<file path="src/rtl/regwrite_arbiter_pkg.sv">
// Shared widths, write-request bundle and grant encoding for the
// register-file write arbiter and its scoreboard.
package regwrite_arbiter_pkg;

    localparam int REG_ADDR_W = 5;
    localparam int REG_DATA_W = 32;
    localparam int REG_COUNT  = 32;

    typedef logic [REG_ADDR_W-1:0] reg_addr_t;
    typedef logic [REG_DATA_W-1:0] reg_data_t;

    typedef struct packed {
        logic      valid;
        reg_addr_t dst;
        reg_data_t data;
    } wr_req_t;

    typedef enum logic [1:0] {
        GNT_NONE = 2'd0,
        GNT_ALU  = 2'd1,
        GNT_MEM  = 2'd2
    } grant_t;

    // Register x0 is hardwired, so it never maps to a scoreboard bit.
    function automatic logic [REG_COUNT-1:0] reg_onehot(
        input reg_addr_t r,
        input logic      en
    );
        reg_onehot = '0;
        if (en && (r != '0)) begin
            reg_onehot[r] = 1'b1;
        end
    endfunction

endpackage

</file>
<file path="src/rtl/regwrite_scoreboard.sv">
// Pending-write scoreboard: one bit per architectural register, set on
// issue, cleared when the write port presents the write; set wins.
module regwrite_scoreboard
    import regwrite_arbiter_pkg::*;
(
    input  logic                  clock,
    input  logic                  reset_n,
    input  logic                  set_valid,
    input  logic [REG_ADDR_W-1:0] set_reg,
    input  logic                  clr_valid,
    input  logic [REG_ADDR_W-1:0] clr_reg,
    input  logic [REG_ADDR_W-1:0] rd_reg1,
    input  logic [REG_ADDR_W-1:0] rd_reg2,
    output logic                  busy1,
    output logic                  busy2
);

    logic [REG_COUNT-1:0] pending;
    logic [REG_COUNT-1:0] pending_next;
    logic [REG_COUNT-1:0] set_mask;
    logic [REG_COUNT-1:0] clr_mask;

    always_comb begin
        set_mask        = reg_onehot(set_reg, set_valid);
        clr_mask        = reg_onehot(clr_reg, clr_valid);
        pending_next    = (pending & ~clr_mask) | set_mask;
        pending_next[0] = 1'b0;
    end

    always_ff @(posedge clock) begin
        if (!reset_n) begin
            pending <= '0;
        end else begin
            pending <= pending_next;
        end
    end

    assign busy1 = pending[rd_reg1];
    assign busy2 = pending[rd_reg2];

endmodule

</file>
<file path="src/rtl/regwrite_arbiter.sv">
// Two-source register-file write arbiter with starvation guard, one-cycle
// write port and pending-write scoreboard. Optional REGWRITE_BYPASS_EN.
module regwrite_arbiter
    import regwrite_arbiter_pkg::*;
#(
    parameter int STARVE_LIMIT = 3
) (
    input  logic                  clock,
    input  logic                  reset_n,
    input  logic                  alu_req,
    input  logic [REG_ADDR_W-1:0] alu_reg,
    input  logic [REG_DATA_W-1:0] alu_data,
    output logic                  alu_ack,
    input  logic                  mem_req,
    input  logic [REG_ADDR_W-1:0] mem_reg,
    input  logic [REG_DATA_W-1:0] mem_data,
    output logic                  mem_ack,
    output logic                  wr_en,
    output logic [REG_ADDR_W-1:0] wr_reg,
    output logic [REG_DATA_W-1:0] wr_data,
    input  logic                  issue_valid,
    input  logic [REG_ADDR_W-1:0] issue_reg,
    input  logic [REG_ADDR_W-1:0] rd_reg1,
    input  logic [REG_ADDR_W-1:0] rd_reg2,
    output logic                  busy1,
    output logic                  busy2
`ifdef REGWRITE_BYPASS_EN
    ,
    output logic                  byp1_valid,
    output logic [REG_DATA_W-1:0] byp1_data,
    output logic                  byp2_valid,
    output logic [REG_DATA_W-1:0] byp2_data
`endif
);

    localparam int STARVE_CLOG = $clog2(STARVE_LIMIT + 1);
    localparam int STARVE_W    = (STARVE_CLOG < 2) ? 2 : STARVE_CLOG;

    wr_req_t               alu_in;
    wr_req_t               mem_in;
    wr_req_t               win;
    grant_t                grant;
    logic [STARVE_W-1:0]   starve;
    logic                  starved;
    logic                  sb_busy1;
    logic                  sb_busy2;

    assign alu_in  = '{valid: alu_req, dst: alu_reg, data: alu_data};
    assign mem_in  = '{valid: mem_req, dst: mem_reg, data: mem_data};
    assign starved = (starve == STARVE_W'(STARVE_LIMIT));

    // Loads normally win; a starved ALU takes one grant to clear its count.
    always_comb begin
        grant = GNT_NONE;
        win   = '0;
        if (reset_n) begin
            if (alu_in.valid && (!mem_in.valid || starved)) begin
                grant = GNT_ALU;
            end else if (mem_in.valid) begin
                grant = GNT_MEM;
            end
        end
        unique case (grant)
            GNT_ALU: win = alu_in;
            GNT_MEM: win = mem_in;
            default: win = '0;
        endcase
    end

    assign alu_ack = (grant == GNT_ALU);
    assign mem_ack = (grant == GNT_MEM);

    always_ff @(posedge clock) begin
        if (!reset_n) begin
            starve <= '0;
        end else if (alu_ack) begin
            starve <= '0;
        end else if (alu_req && !starved) begin
            starve <= starve + STARVE_W'(1);
        end
    end

    // Writes to x0 are acknowledged but never reach the register file.
    always_ff @(posedge clock) begin
        if (!reset_n) begin
            wr_en   <= 1'b0;
            wr_reg  <= '0;
            wr_data <= '0;
        end else begin
            wr_en <= win.valid && (win.dst != '0);
            if (win.valid) begin
                wr_reg  <= win.dst;
                wr_data <= win.data;
            end
        end
    end

    regwrite_scoreboard u_scoreboard (
        .clock     (clock),
        .reset_n   (reset_n),
        .set_valid (issue_valid),
        .set_reg   (issue_reg),
        .clr_valid (wr_en),
        .clr_reg   (wr_reg),
        .rd_reg1   (rd_reg1),
        .rd_reg2   (rd_reg2),
        .busy1     (sb_busy1),
        .busy2     (sb_busy2)
    );

`ifdef REGWRITE_BYPASS_EN
    logic hit1;
    logic hit2;

    assign hit1 = wr_en && (wr_reg != '0) && (wr_reg == rd_reg1);
    assign hit2 = wr_en && (wr_reg != '0) && (wr_reg == rd_reg2);

    assign byp1_valid = hit1;
    assign byp2_valid = hit2;
    assign byp1_data  = hit1 ? wr_data : '0;
    assign byp2_data  = hit2 ? wr_data : '0;

    // A forwarded value satisfies the read unless a new issue reclaims it.
    assign busy1 = hit1 ? (issue_valid && (issue_reg == rd_reg1)) : sb_busy1;
    assign busy2 = hit2 ? (issue_valid && (issue_reg == rd_reg2)) : sb_busy2;
`else
    assign busy1 = sb_busy1;
    assign busy2 = sb_busy2;
`endif

endmodule

</file>
<file path="config.mk">
export PLATFORM = sky130hd
export DESIGN_NAME = regwrite_arbiter
export DESIGN_NICKNAME = d
export VERILOG_FILES = /design/src/rtl/regwrite_arbiter_pkg.sv /design/src/rtl/regwrite_scoreboard.sv /design/src/rtl/regwrite_arbiter.sv
export SDC_FILE = /design/constraint.sdc
export NUM_CORES = 1
export LEC_CHECK = 0
export BUFFER_PORTS_ARGS = -buffer_cell sky130_fd_sc_hd__buf_2
export CORE_AREA = 2 2 90 92
export CTS_CLUSTER_SIZE = 14
export DETAILED_ROUTE_END_ITERATION = 12
export DIE_AREA = 0 0 92 94
export GPL_TIMING_DRIVEN = 0
export MAX_ROUTING_LAYER = met4
export PLACE_DENSITY = 0.79
export SYNTH_ARGS = -nofsm -noshare
export SYNTH_HDL_FRONTEND = slang
export SYNTH_SLANG_ARGS = --single-unit
</file>
<file path="constraint.sdc">
create_clock -name clock -period 5.45 [get_ports clock]
set_input_delay 1.09 -clock clock [delete_from_list [all_inputs] [get_ports clock]]
set_output_delay 1.09 -clock clock [all_outputs]
set_load 0.1 [all_outputs]
</file>
Yosys cells after proc, flatten, opt, wreduce, memory -nomap -nowiden
Index checks and enable logic that the tools add are counted.
{"block": "classes", "addsub": 1, "mul": 0, "n_div": 0, "n_lt_le_gt_ge": 6, "eq_ne": 3, "n_shift": 0, "n_mux": 14, "bitwise_logic": 4, "reduce_logical": 14}
{"op": "38-bit one-hot mux with 2 select lines", "n": 1}
{"op": "32-bit two-way mux", "n": 2}
{"op": "32-bit bitwise AND", "n": 1}
{"op": "32-bit NOT", "n": 1}
{"op": "32-bit OR", "n": 1}
{"op": "5-bit by 6-bit less-than comparator with 1-bit output (second input constant)", "n": 4}
{"op": "5-bit nonzero test", "n": 3}
{"op": "1-bit binary-select mux with 5-bit select", "n": 2}
{"op": "1-bit demux with 5-bit select", "n": 2}
{"op": "5-bit by 1-bit >= comparator with 1-bit output (second input constant)", "n": 2}
{"op": "1-bit logical AND", "n": 7}
{"op": "2-bit two-way mux", "n": 3}
{"op": "2-bit equality test (second input constant)", "n": 2}
{"op": "1-bit two-way mux", "n": 4}
{"op": "2-bit by 1-bit adder with 2-bit output (second input constant)", "n": 1}
{"op": "2-bit by 1-bit equality test with 1-bit output (second input constant)", "n": 1}
{"op": "1-bit logical NOT", "n": 2}
{"op": "2-bit OR reduction", "n": 1}
{"op": "1-bit logical OR", "n": 1}
{"op": "1-bit NOT", "n": 1}
{"block": "totals", "ff_bits": 72, "latchBits": 0, "mem_bits_rw": 0, "mem_bits_ro": 0, "input_bits": 94, "output_inout_bits": 42, "elab_cells": 48, "mem_count": 0}

Longest topological paths before layout
{"block": "logic_depth", "depth_word": 9, "ltp_mapped": 11, "ltp_nobuf": 9}

By module
Synthesis repeated with hierarchy kept, for this count alone.
{"block": "hier_totals", "hier_cells": 466, "hier_area_um2": 3955.0}
{"mod": "regwrite_arbiter", "n_inst": 1, "cells_each": 234, "area_each_um2": 2055.7, "seq_area_each_um2": 800.8}
{"mod": "regwrite_scoreboard", "n_inst": 1, "cells_each": 232, "area_each_um2": 1899.3, "seq_area_each_um2": 620.6}

Least setup slack after synthesis
Ideal clock, no wire load.
{"block": "synth_timing", "path_kind": "input port to output port", "from": "in rd_reg1[0]", "to": "out busy1", "arrival_time_ns": 2.902, "required_time_ns": 4.360, "slack_ns": 1.458, "path_stages": 5, "n_path_buf": 1, "cell_sequence": "buf_2 mux4_2 nand2b_1 o211ai_1 nand4_1"}
{"block": "synth_between", "elab_chain_len": 2}
{"item": "start, declared", "line_no": "regwrite_arbiter.sv:23", "text": "input logic [REG_ADDR_W-1:0] rd_reg1,"}
{"item": "1-bit binary-select mux with 5-bit select", "line_no": "regwrite_scoreboard.sv:38", "text": "assign busy1 = pending[rd_reg1];"}
{"item": "1-bit two-way mux (implied by the code)", "line_no": "regwrite_scoreboard.sv:38"}
{"item": "end, declared", "line_no": "regwrite_arbiter.sv:25", "text": "output logic busy1,"}
No other way between the ends. The select of a mux whose other input is x is not followed.

Worst setup path after layout
{"block": "layout_timing", "from": "in reset_n", "to": "out mem_ack"}
{"block": "layout_between", "elab_chain_len": 2}
{"item": "start, declared", "line_no": "regwrite_arbiter.sv:9", "text": "input logic reset_n,"}
{"item": "2-bit two-way mux", "line_no": "regwrite_arbiter.sv:56", "text": "if (reset_n) begin"}
{"item": "2-bit equality test", "line_no": "regwrite_arbiter.sv:71", "text": "assign mem_ack = (grant == GNT_MEM);"}
{"item": "end, declared", "line_no": "regwrite_arbiter.sv:17", "text": "output logic mem_ack,"}
No other way between the ends.

==> summary.txt <==
Status
  – Status: completed

Yosys
  – Fraction of registers with async set/reset: 0%
  – Synth area leaders: dfxtp_1 38%, o211a_1 10%, a22oi_1 8.5%
  – Netlist cell types: 32
  – Top_reg_cell synth: dfxtp_1
  – Yosys top cell by area: dfxtp_1
  – #FFs+latches synth: 71
  – Register area share after synthesis: 38.2%
  – Post-synth EDFFs: 0
  – Top-count cell post-synth: nand2_1
  – Synthesized area: 0.00372 mm^2
  – Post-Syn Area per Cell: 8.71 um^2
  – Synth warnings: 0
  – Top-area cell type share of the netlist area: 38.2%
  – Commonest cells post-synth: 75 x nand2_1, 71 x dfxtp_1, 42 x a22oi_1
  – Synth Instances: 427
  – Total nets after synthesis: 524

Clock network
  – PostCTS Resize Cnt: 0
  – CTS clk-pin slew, worst paths: 0.07 ns
  – CTS tree: yes
  – Total CTS buffers: 9
  – Root Driver: clkbuf_8
  – Worst-Skew Late Latency: 0.34 ns
  – Hold-fix buffers, CTS: 0
  – Clock Sinks: 71
  – H-tree depth: 3
  – Clock Path Buffers: 2
  – Setup bufs post-CTS: 0

Hold path
  – Min-delay worst type: flip-flop to flip-flop
  – Hold path depth: 1

Global routing
  – Pin count of the biggest net entering global routing: 12
  – Vias in the first global route: 3715
  – First-pass GRT wire length: 17600 um
  – Tot GR Track Use: 26.1%
  – Initial antenna violation count: 0
  – Overflow after GRT: 0

STA
  – RSZ-0062 raised after global routing: no
  – Count of final hold-check violations: 0
  – Fin Setup TNS: 0 ns
  – Relative slew slack: 63.5%
  – Fin. max-slew vios: 0
  – Tmin final: 3.82 ns
  – Setup ws final: 1.63 ns
  – Setup-failing EPs final: 0
  – Fmax: 262 MHz
  – Clock Skew: 0.00470 ns
  – Worst-Margin Slew: 0.546 ns
  – Final period util: 70.2%

Critical path
  – WP data required: 4.36 ns
  – Worst Path Max Fanout: 10
  – R2R depth: 10
  – Worst setup EP type: output port
  – Crit path top cell by count: clkbuf_1
  – CP Class: primary input to output port
  – CP top delay family: buffers and inverters
  – Worst path slowest cell: buf_2
  – Worst Path Buf+Inv: 4
  – CP cell instances: clkbuf_1 -> clkbuf_1 -> nand3_1 -> inv_1 -> ha_1 -> buf_2
  – Setup crit start kind: primary input
  – CP peak stage delay: 0.44 ns
  – Worst path arrival time: 2.73 ns
  – Crit path depth: 6

Detailed routing
  – Average via count per standard cell: 5.64
  – Final WL: 10700 um
  – Final routed DRC violation total: 0
  – Total number of vias: 3804
  – WL per Instance: 15.8 um
  – Remaining antenna violation count after routing: 0
  – Initial detailed-routing violation count: 240
  – Pre-antenna DRT Iters: 4

Layout
  – Max reg flops: 32
  – Final instance area: 0.00469 mm^2
  – Layout cell share with drive strength beyond 1: 28.4%
  – Area growth syn-to-layout: 26.0%
  – # diodes: 0
  – Final net count: 665

Die
  – Top-level I/O count: 136
  – Die Y: 94 um
  – Die Width: 92 um
  – DIE AREA: 0.00865 mm^2
  – Num rows: 32
  – Starting density of the core: 48.9%
  – Core ar.: 0.00761 mm^2

Power and ir drop
  – LEAKAGE: 2.39 nW
  – Flop pwr share: 44.9%
  – Internal: 0.000832 W
  – Sw Pwr: 0.000379 W
  – Sw frac: 31.3%
  – Pwr per Cell Area: 258 mW/mm^2
  – Logic pwr share: 21.1%
  – Clock share of power: 34.1%
  – Max VDD drop: 0.137 mV

Place
  – Placer Congestion: 0.888
  – Placed cell areas: 0.00450 mm^2
  – Detail Placement HPWL: 8230 um
  – Place WS: 1.59 ns
  – IO buf count: 130

Run
  – Max-cap violations: 0
==> power groups by stage <==
| stage | registers, W | clock network (W) | logic [W] |
|---|---|---|---|
| floorplan | 0.000631 | 0 | 0.000106 |
| global placement | 0.000554 | 0 | 0.000251 |
| detailed placement | 0.000555 | 0 | 0.000254 |
| CTS | 0.000543 | 0.000416 | 0.000255 |
| global route | 0.000545 | 0.000437 | 0.000274 |
| finish | 0.000543 | 0.000413 | 0.000255 |
==> cell usage in the layout, fill, tap and decap left out, types with 7 or more instances in the layout <==
cell type and count:
nand3_1 11, o211a_1 38, nor2_1 15, a21boi_0 21, nor2b_1 7, a22oi_1 42, a21boi_1 10, clkbuf_1 21
buf_2 142, mux2i_1 19, clkbuf_8 10, nand2_1 75, o21ai_0 31, nand2b_1 8, dfxtp_1 71
==> cell type report <==
cell class,instances,area [um^2]
Multi-Input combinational cell,315,2130
Fill cell,666,2920
Inverter,5,18.8
Sequential cell,71,1420
Clock inverter,4,45.0
Timing Repair Buffer,130,651
Tap cell,102,128
Clock buffer,12,145
Buffer,36,150
==> per-layer routing <==
layer,global-route usage (%),part of all wire (%),vias up
met2,43.6,50,170
met4,9.70,2.0,0
li1,-,-,1850
met1,32.2,41,1764
met5,-,0,-
met3,3.85,7.1,20
==> per-stage QoR <==
step	hold slack (ns)	util, %	instances	total power (W)
global route	0.514	61.6	675	0.00126
CTS	0.502	61.6	675	0.00121
global placement	0.474	59.1	659	0.000805
detailed placement	0.481	59.1	659	0.000809
floorplan	0.459	-	427	0.000736
finish	0.500	61.6	675	0.00121
==> logic make-up (layout without fill, tap and decap cells) <==
| logic type | after synthesis | in the layout | share of synthesized area [%] |
|---|---|---|---|
| buf+inv | 41 | 187 | 4.54 |
| xor+xnor | 1 | 1 | 0.235 |
| simple gates | 131 | 131 | 15.9 |
| flops | 71 | 71 | 38.2 |
| mux | 25 | 25 | 8.74 |
| compound gates | 155 | 155 | 31.4 |
| fa+ha+maj | 3 | 3 | 1.01 |
==> path summary, 6_finish.rpt <==
path / end / start / slack, ns
setup / recovery: mem_ack / reset_n / 1.63
hold / removal: wr_data[1] / wr_data[1] / 0.50
setup reg to reg: wr_data[4] / starve[0] / 3.27
hold reg to reg: wr_data[1] / wr_data[1] / 0.50
==> worst reg2reg max path, stage by stage, from the launching register on <==
cell and delay [ns]:
dfxtp_1 0.32, ha_1 0.22, nand2_1 0.08, nand3_1 0.11
inv_1 0.10, ha_1 0.19, buf_2 0.24, buf_1 0.42
a22oi_1 0.20, nand2_1 0.11, o211a_1 0.14
No activity file was read; power rests on OpenSTA's default activity.
